==> src/rtl/doodle_motion_if.sv <==
// Game-state and button inputs plus position outputs of the doodle motion block.
// The master side is the game controller; the slave side is doodle_motion.
interface doodle_motion_if;
    logic       q_I;
    logic       q_Up;
    logic       q_Down;
    logic       q_Done;
    logic       BtnL;
    logic       BtnR;
    logic [9:0] object_x;
    logic [9:0] object_y;
    logic [9:0] up_count;
    logic       tick;

    modport master (
        output q_I, q_Up, q_Down, q_Done, BtnL, BtnR,
        input  object_x, object_y, up_count, tick
    );

    modport slave (
        input  q_I, q_Up, q_Down, q_Done, BtnL, BtnR,
        output object_x, object_y, up_count, tick
    );
endinterface

==> src/rtl/doodle_motion.sv <==
// Doodle position tracker: a free-running tick divider paces vertical jump/fall
// motion and button-driven horizontal motion, clamped to the playfield.
module doodle_motion #(
    parameter int unsigned TICK_DIV = 500000,
    parameter int unsigned X_START  = 449,
    parameter int unsigned Y_START  = 480,
    parameter int unsigned STEP_X   = 2,
    parameter int unsigned H_MIN    = 144,
    parameter int unsigned H_MAX    = 754,
    parameter int unsigned V_TOP    = 35
) (
    input logic            Clk,
    input logic            Reset,
    doodle_motion_if.slave dm
);
    localparam int unsigned CW = (TICK_DIV > 1) ? $clog2(TICK_DIV) : 1;
    localparam logic [CW-1:0] DIV_LAST = CW'(TICK_DIV - 1);

    typedef enum logic [2:0] {
        MODE_IDLE,
        MODE_UP,
        MODE_DOWN,
        MODE_DONE,
        MODE_INVALID
    } mode_t;

    mode_t         mode;
    logic [CW-1:0] div_cnt;
    logic          tick;
    logic          up_prev;
    logic          up_entry;
    logic [9:0]    pos_x;
    logic [9:0]    pos_y;
    logic [9:0]    up_cnt;

    logic [10:0] x_w;
    logic [10:0] x_left;
    logic [10:0] x_right;
    logic [10:0] x_step;
    logic [10:0] y_w;
    logic [10:0] y_rise;
    logic [10:0] y_fall;
    logic [10:0] up_w;
    logic [10:0] up_inc;

    always_comb begin
        mode = MODE_INVALID;
        case ({dm.q_I, dm.q_Up, dm.q_Down, dm.q_Done})
            4'b1000: mode = MODE_IDLE;
            4'b0100: mode = MODE_UP;
            4'b0010: mode = MODE_DOWN;
            4'b0001: mode = MODE_DONE;
            default: mode = MODE_INVALID;
        endcase
    end

    // Entry is detected on the raw q_Up so a glitch through an invalid code
    // does not fake a fresh jump.
    assign up_entry = (mode == MODE_UP) && !up_prev;

    always_comb begin
        x_w  = {1'b0, pos_x};
        y_w  = {1'b0, pos_y};
        up_w = {1'b0, up_cnt};

        // Compare before subtracting so the left move never wraps below zero.
        if (x_w < 11'(H_MIN) + 11'(STEP_X))
            x_left = 11'(H_MIN);
        else
            x_left = x_w - 11'(STEP_X);

        x_right = x_w + 11'(STEP_X);
        if (x_right > 11'(H_MAX))
            x_right = 11'(H_MAX);

        x_step = x_w;
        case ({dm.BtnL, dm.BtnR})
            2'b10:   x_step = x_left;
            2'b01:   x_step = x_right;
            default: x_step = x_w;
        endcase

        y_rise = (y_w <= 11'(V_TOP)) ? y_w : y_w - 11'd1;
        y_fall = (y_w >= 11'd1023)   ? y_w : y_w + 11'd1;
        up_inc = (up_w >= 11'd1023)  ? up_w : up_w + 11'd1;
    end

    always_ff @(posedge Clk or posedge Reset) begin
        if (Reset) begin
            div_cnt <= '0;
            tick    <= 1'b0;
            up_prev <= 1'b0;
            pos_x   <= 10'(X_START);
            pos_y   <= 10'(Y_START);
            up_cnt  <= '0;
        end else begin
            div_cnt <= (div_cnt == DIV_LAST) ? '0 : div_cnt + 1'b1;
            tick    <= (div_cnt == DIV_LAST);
            up_prev <= dm.q_Up;

            case (mode)
                MODE_IDLE: begin
                    pos_x  <= 10'(X_START);
                    pos_y  <= 10'(Y_START);
                    up_cnt <= '0;
                end
                MODE_UP: begin
                    if (tick) begin
                        pos_x <= x_step[9:0];
                        pos_y <= y_rise[9:0];
                    end
                    if (up_entry)
                        up_cnt <= '0;
                    else if (tick)
                        up_cnt <= up_inc[9:0];
                end
                MODE_DOWN: begin
                    if (tick) begin
                        pos_x <= x_step[9:0];
                        pos_y <= y_fall[9:0];
                    end
                end
                default: ;
            endcase
        end
    end

    assign dm.object_x = pos_x;
    assign dm.object_y = pos_y;
    assign dm.up_count = up_cnt;
    assign dm.tick     = tick;
endmodule

==> src/flat_wrapper.sv <==
// flat-port wrapper written by rule: the top's interface ports become plain ports
module doodle_motion_flat 
#(
    parameter int unsigned TICK_DIV = 500000,
    parameter int unsigned X_START  = 449,
    parameter int unsigned Y_START  = 480,
    parameter int unsigned STEP_X   = 2,
    parameter int unsigned H_MIN    = 144,
    parameter int unsigned H_MAX    = 754,
    parameter int unsigned V_TOP    = 35
)
  (Clk, Reset, dm_q_I, dm_q_Up, dm_q_Down, dm_q_Done, dm_BtnL, dm_BtnR, dm_object_x, dm_object_y, dm_up_count, dm_tick);
  doodle_motion_if dm_i ();
  input logic Clk;
  input logic Reset;
  input wire logic [$bits(dm_i.q_I)-1:0] dm_q_I;
  input wire logic [$bits(dm_i.q_Up)-1:0] dm_q_Up;
  input wire logic [$bits(dm_i.q_Down)-1:0] dm_q_Down;
  input wire logic [$bits(dm_i.q_Done)-1:0] dm_q_Done;
  input wire logic [$bits(dm_i.BtnL)-1:0] dm_BtnL;
  input wire logic [$bits(dm_i.BtnR)-1:0] dm_BtnR;
  output wire logic [$bits(dm_i.object_x)-1:0] dm_object_x;
  output wire logic [$bits(dm_i.object_y)-1:0] dm_object_y;
  output wire logic [$bits(dm_i.up_count)-1:0] dm_up_count;
  output wire logic [$bits(dm_i.tick)-1:0] dm_tick;
  assign dm_i.q_I = dm_q_I;
  assign dm_i.q_Up = dm_q_Up;
  assign dm_i.q_Down = dm_q_Down;
  assign dm_i.q_Done = dm_q_Done;
  assign dm_i.BtnL = dm_BtnL;
  assign dm_i.BtnR = dm_BtnR;
  assign dm_object_x = dm_i.object_x;
  assign dm_object_y = dm_i.object_y;
  assign dm_up_count = dm_i.up_count;
  assign dm_tick = dm_i.tick;
  doodle_motion #(.TICK_DIV(TICK_DIV), .X_START(X_START), .Y_START(Y_START), .STEP_X(STEP_X), .H_MIN(H_MIN), .H_MAX(H_MAX), .V_TOP(V_TOP)) u_core (.Clk(Clk), .Reset(Reset), .dm(dm_i));
endmodule
==> config.mk <==
export PLATFORM = sky130hd
export DESIGN_NAME = doodle_motion_flat
export DESIGN_NICKNAME = d
export VERILOG_FILES = /design/src/rtl/doodle_motion_if.sv /design/src/rtl/doodle_motion.sv /design/src/flat_wrapper.sv
export SDC_FILE = /design/constraint.sdc
export NUM_CORES = 1
export LEC_CHECK = 0
export ABC_AREA = 0
export CORE_UTILIZATION = 50
export CTS_CLUSTER_SIZE = 25
export DETAILED_ROUTE_END_ITERATION = 8
export GPL_TIMING_DRIVEN = 0
export PLACE_DENSITY = 0.75
export SLEW_MARGIN = 0
export SYNTH_ARGS = -nofsm -noshare
export SYNTH_HDL_FRONTEND = slang
export SYNTH_SLANG_ARGS = --single-unit
==> constraint.sdc <==
create_clock -name Clk -period 2.31 [get_ports Clk]
set_clock_uncertainty 0.05 [all_clocks]
set_input_delay 0.231 -clock Clk [delete_from_list [all_inputs] [get_ports Clk]]
set_output_delay 0.231 -clock Clk [all_outputs]
set_load 0.03 [all_outputs]
**Yosys cells after proc, flatten, opt, wreduce, memory -nomap -nowiden**

Cells that the tools add are included.

- Flip-flop bits (word level): 51
- Output and inout bits: 31

- Add/sub/neg operators: 6
- Order comparisons: 5
- Eq/ne operators: 17
- Multiplexer cells: 16
- Reduce and logical (&&, ||, !) cells: 10

Operators by type and width:

| kind | number |
|---|---|
| two-way mux 10 bit | 10 |
| case mux 10 bit (2 select lines) | 3 |
| case mux 10 bit (3 select lines) | 1 |
| adder 10 x 1 -> 10 bit (second input constant) | 2 |
| greater-or-equal comparator 10 bit (second input constant) | 2 |
| adder 19 x 1 -> 19 bit (second input constant) | 1 |
| == test 19 bit (second input constant) | 1 |
| two-way mux 19 bit | 1 |
| case mux 3 bit (4 select lines) | 1 |
| adder 10 x 2 -> 11 bit (second input constant) | 1 |
| greater-than comparator 11 x 10 -> 1 bit (second input constant) | 1 |
| <= comparator 10 x 6 -> 1 bit (second input constant) | 1 |
| less-than comparator 10 x 8 -> 1 bit (second input constant) | 1 |
| subtractor 10 x 1 -> 10 bit (second input constant) | 1 |
| subtractor 10 x 2 -> 10 bit (second input constant) | 1 |
| inequality test 2 x 1 -> 1 bit (second input constant) | 3 |
| inequality test 3 x 1 -> 1 bit (second input constant) | 2 |
| AND reduction 3 bit | 2 |
| AND reduction 5 bit | 1 |
| == test 4 x 1 -> 1 bit (second input constant) | 1 |
| == test 4 x 2 -> 1 bit (second input constant) | 1 |
| == test 4 x 3 -> 1 bit (second input constant) | 1 |
| == test 4 bit (second input constant) | 1 |
| inequality test 2 bit (second input constant) | 2 |
| 11 further kinds | 12 |

**Longest topological paths before layout**

- Depth in word-level cells: 6
- Depth in mapped cells: 10

**Least setup slack after synthesis**

No wires, ideal clock.

- Kind: input-to-reg
- Start: in dm_q_I
- End: reg u_core.pos_y[8] (netlist: u_core.dm.object_y[8])
- Arrival time: 2628 ps
- Required time: 2183 ps
- Path slack: -446 ps
- Cell stages on the path: 10
- Path buffers: 1
- Path through: buf_2 > or4b_4 > fa_1 > a21o_1 > a21oi_1 > o21bai_1 > a2111oi_0 > nor3_1 > xnor2_1 > a31oi_1

- Longest elaborated chain between the ends: 5

Ends and longest elaborated chain:

| what | line | RTL |
|---|---|---|
| from (decl) | flat_wrapper.sv:16 | `input wire logic [$bits(dm_i.q_I)-1:0] dm_q_I;` |
| == test 4 x 1 -> 1 bit, or another cell as far along | doodle_motion.sv:48 | `case ({dm.q_I, dm.q_Up, dm.q_Down, dm.q_Done})` |
| case mux 3 bit (4 select lines) * | doodle_motion.sv:48 |  |
| == test 3 x 1 -> 1 bit, or another cell as far along | doodle_motion.sv:101 | `case (mode)` |
| inequality test 2 x 1 -> 1 bit (no line), or another cell as far along | -- |  |
| AND reduction 5 bit (no line) | -- |  |
| to (signal assigned) | doodle_motion.sv:104 | `pos_y <= 10'(Y_START);` |
| to (signal assigned) | doodle_motion.sv:110 | `pos_y <= y_rise[9:0];` |
| to (signal assigned) | doodle_motion.sv:120 | `pos_y <= y_fall[9:0];` |
| to (decl) | doodle_motion.sv:33 | `logic [9:0] pos_y;` |

Mark *: on every way between the ends. The rest lies on a longest branch, timed or not.
A chain may end at the register's enable or synchronous reset.

**Worst setup path after layout**

- Start: reg u_core.pos_x[1] (netlist: u_core.dm.object_x[1])
- End: reg u_core.pos_x[3] (netlist: u_core.dm.object_x[3])

- Longest elaborated chain between the ends: 6

Ends and longest elaborated chain:

| what | line | RTL |
|---|---|---|
| from (decl) | doodle_motion.sv:32 | `logic [9:0] pos_x;` |
| from (signal assigned) | doodle_motion.sv:93 | `pos_x <= 10'(X_START);` |
| from (signal assigned) | doodle_motion.sv:103 | `pos_x <= 10'(X_START);` |
| from (signal assigned) | doodle_motion.sv:109 | `pos_x <= x_step[9:0];` |
| adder 10 x 2 -> 11 bit | doodle_motion.sv:72 | `x_right = x_w + 11'(STEP_X);` |
| greater-than comparator 11 x 10 -> 1 bit | doodle_motion.sv:73 | `if (x_right > 11'(H_MAX))` |
| two-way mux 10 bit | doodle_motion.sv:73 |  |
| case mux 10 bit (2 select lines) * | doodle_motion.sv:77 | `case ({dm.BtnL, dm.BtnR})` |
| two-way mux 10 bit * | doodle_motion.sv:108, doodle_motion.sv:118 |  |
| case mux 10 bit (2 select lines) * | doodle_motion.sv:101 |  |

Mark *: on every way between the ends. The rest lies on a longest branch, timed or not. The select of a mux whose other input is x is not followed.

==> results.toml <==
[synth]
yosysUniqueCellTypes = 68
yosysSeqAreaShare_pct = 38.0
synth_flop_cell = "dfrtp_1"
synthTopCellsByArea = "dfrtp_1, dfstp_2, xnor2_1"
async_flop_share_pct = 100
yosysTopAreaCell = "dfrtp_1"
syn_area_per_cell_um2 = 9.04
synth_edf_count = 0
synth_top_area_share_pct = 31.8
syn_area_um2 = 3380
ys_seq_elements = 51
synth_cells = 374
synth_nets = 395
synth_warnings = 0

[worst_setup_path]
cpLargestDelayFamily = "compound AO/OA/AOI/OAI gates"
slowest_stage = "dfrtp_2"
critical_path_arrival_ps = 2510
crit_path_frequent_cell = "buf_4"
cp-end-kind = "flop"
critPathBufInv = 3
critPathLaunchType = "flop"
path_cells = "ha_4 > buf_6 > buf_4 > mux2_2 > and3_1 > o2111ai_2 > buf_4 > nand3_2 > a311oi_1 > a21oi_1"
path_max_fanout = 7
crit_path_max_incr_delay_ps = 450
worstSetupPathType = "flop to flop"
critPathRequiredTime_ps = 2460

[layout]
antennaDiodeCount = 0
utilization_pct = 68.0
drive_gt1_share_pct = 22.5
nFillCells = 488
fin_nets = 460
fin_area_um2 = 4370
areaGrowthSynthToFinish_pct = 29.2
final_cells = 517

[sta]
max-slew-margin-rel_pct = 50.8
rsz0062_at_grt = "true"
layout_setup_ws_ps = -48.9
post-route-period-util_pct = 102
finalSetupViolCount = 2
period_needed_ps = 2360
tns_ps = -60.8
maxSlewViolCount = 0
worstMarginPinSlew_ps = 734
fmax_mhz = 424
hold_viol = 0

[floorplanning]
die_w_um = 84.2
row_count = 29
initial_utilization_pct = 52.7
dieArea_um2 = 7100
die_h_um = 84.2
coreArea_um2 = 6420
num_io_pins = 39

[routing]
ant_nets = 0
drt_iter0_drc = 193
drt-vias-per-instance = 5.97
wl_per_cell_um = 15.8
drc = 4
drt_wl_total_um = 8180
vias = 3088
first_pass_iters = 6

[hold_path]
hp-class = "input pin to asynchronous set/reset pin"

[clock_tree]
cts_buffers = 5
cts_num_sinks = 51
cts_buffer_depth = 2
clkTransAtPathRegs_ps = 110
clock_latency_ps = 310
htreeDepth = 2
tritoncts = "built"
ctsRootBufferMaster = "clkbuf_8"

[placed_design]
io_buffers = 37
dp.cells = 489
place_congestion = 0.894
hpwl_um = 5450
postPlaceCellArea_um2 = 3900

[run]
maxCapViolations = 0

[power_and_ir_drop]
p_leak_uw = 0.00178
max-vdd-ir-drop_uv = 469
powerDensity_nw_per_um2 = 597

[grt]
grt-ovfl-total = 0
grt_util_all_layers_pct = 22.7
grt_max_degree = 39
grt_busiest_layer = "met2"
met2_usage_pct = 38.1
grt_pass1_wl_um = 13100
use_met3_pct = 4.23
antenna_found_initial = 0
grt_pass1_vias = 2834
grtUsageMet1_pct = 29.6

[status]
status = "complete, but fails checks"
violations = "DRC, setup timing"
-- cells in the mapped netlist, types with 8 or more instances --
master and count:
nor2_1 30, o21ai_0 14, o21ai_1 9, nand2_1 29
and3_1 11, nand3_1 25, inv_1 14, ha_1 12
nand4_1 11, xnor2_1 19, xor2_1 13, a21oi_1 16
dfstp_2 8, buf_2 11, dfrtp_1 43
-- logic make-up (layout without fill, tap and decap cells) --
family | after synthesis | count (layout) | share of synthesized area, %
DFF | 51 | 51 | 38.0
xor gates and xnor gates | 32 | 32 | 8.29
buffers and inverters | 33 | 99 | 4.40
AOI/OAI and AO/OA | 90 | 90 | 18.7
muxes | 4 | 4 | 1.22
and+or+nand+nor | 151 | 151 | 24.3
adders and majority gates | 13 | 13 | 5.03
-- metrics by stage --
step                      hold WS (ps)  power (uW)  worst slack [ps]
after CTS                          148        2580             -29.7
after global placement             394        1830             -1010
final                              129        2610             -48.9
after global routing               162        2730              -108
after detailed placement           403        1850             -1040
after floorplan                    212        1610              -242
-- worst reg2reg max path, cell delays in order, from the launching register on --
cell	delay [ps]
dfrtp_2	450
ha_4	170
buf_6	130
buf_4	130
mux2_2	250
and3_1	180
o2111ai_2	250
buf_4	160
nand3_2	110
a311oi_1	280
a21oi_1	80
-- repair_timing --
action,4_1_cts,5_1_grt
resized for setup,31,29
setup buffers,11,8
pin swaps,14,19
hold endpoints to repair,1,0
setup endpoints to repair,13,18
hold buffers,1,0
-- path summary, 6_finish.rpt --
kind,from,to,slack [ps],cells past startpoint
hold reg to reg,u_core.div_cnt[0],u_core.div_cnt[0],420,1
min in group Clk,dm_q_Done,u_core.dm.object_x[7],170,4
hold / removal,Reset,u_core.dm.up_count[1],130,2
setup / recovery,u_core.dm.object_x[1],u_core.dm.object_x[3],-50,10
max in group asynchronous,Reset,u_core.dm.object_x[8],1500,3
setup reg to reg,u_core.dm.object_x[1],u_core.dm.object_x[3],-50,10
-- sequential cells by signal, indices dropped and copies added, names as in the netlist --
| signal | flops |
|---|---|
| u_core.div_cnt | 19 |
| u_core.dm.object_x | 10 |
| u_core.dm.object_y | 10 |
| u_core.dm.tick | 1 |
| u_core.dm.up_count | 10 |
| u_core.up_prev | 1 |
-- power breakdown --
group,internal [uW],leakage (uW),switching (uW)
sequential,967,0.000657,82.9
combinational,393,0.00107,510
clock,329,0.0000587,329
total,1690,0.00178,922
-- cell usage in the layout, fill, tap and decap left out, types with 5 or more instances in the layout --
| cell type | synthesis | final |
|---|---|---|
| clkdlybuf4s50_1 | 0 | 34 |
| ha_1 | 12 | 8 |
| xor2_1 | 13 | 13 |
| nor3_1 | 6 | 5 |
| a21oi_1 | 16 | 13 |
| buf_4 | 1 | 19 |
| nand2_1 | 29 | 28 |
| nand4_1 | 11 | 11 |
| dfrtp_1 | 43 | 40 |
| and3_1 | 11 | 11 |
| nor2_1 | 30 | 29 |
| xnor2_1 | 19 | 19 |
| nand2b_1 | 6 | 6 |
| dfstp_2 | 8 | 8 |
| a21o_1 | 5 | 5 |
| o21ai_0 | 14 | 13 |
| nand3_1 | 25 | 22 |
| inv_1 | 14 | 11 |
| clkbuf_1 | 5 | 5 |
| o21ai_1 | 9 | 9 |
| buf_6 | 1 | 7 |
| clkbuf_8 | 0 | 5 |
-- routing by layer --
layer,wire length (um),vias up
met3,338,12
met5,0,-
met1,3670,1501
met4,102,0
li1,-,1496
met2,4080,79
-- cell type report --
| type | instances | area (um^2) | share of cell area [%] |
|---|---|---|---|
| multi-input cells | 290 | 2120 | 48.6 |
| flip-flops and latches | 51 | 1290 | 29.5 |
| repair buffers | 58 | 558 | 12.8 |
| plain buffers | 18 | 130 | 2.98 |
| well taps | 77 | 96.3 | 2.20 |
| clock buffers | 5 | 68.8 | 1.57 |
| inverters | 15 | 56.3 | 1.29 |
| clock inverters | 3 | 47.5 | 1.09 |
Power figures use the tool's default switching activity.
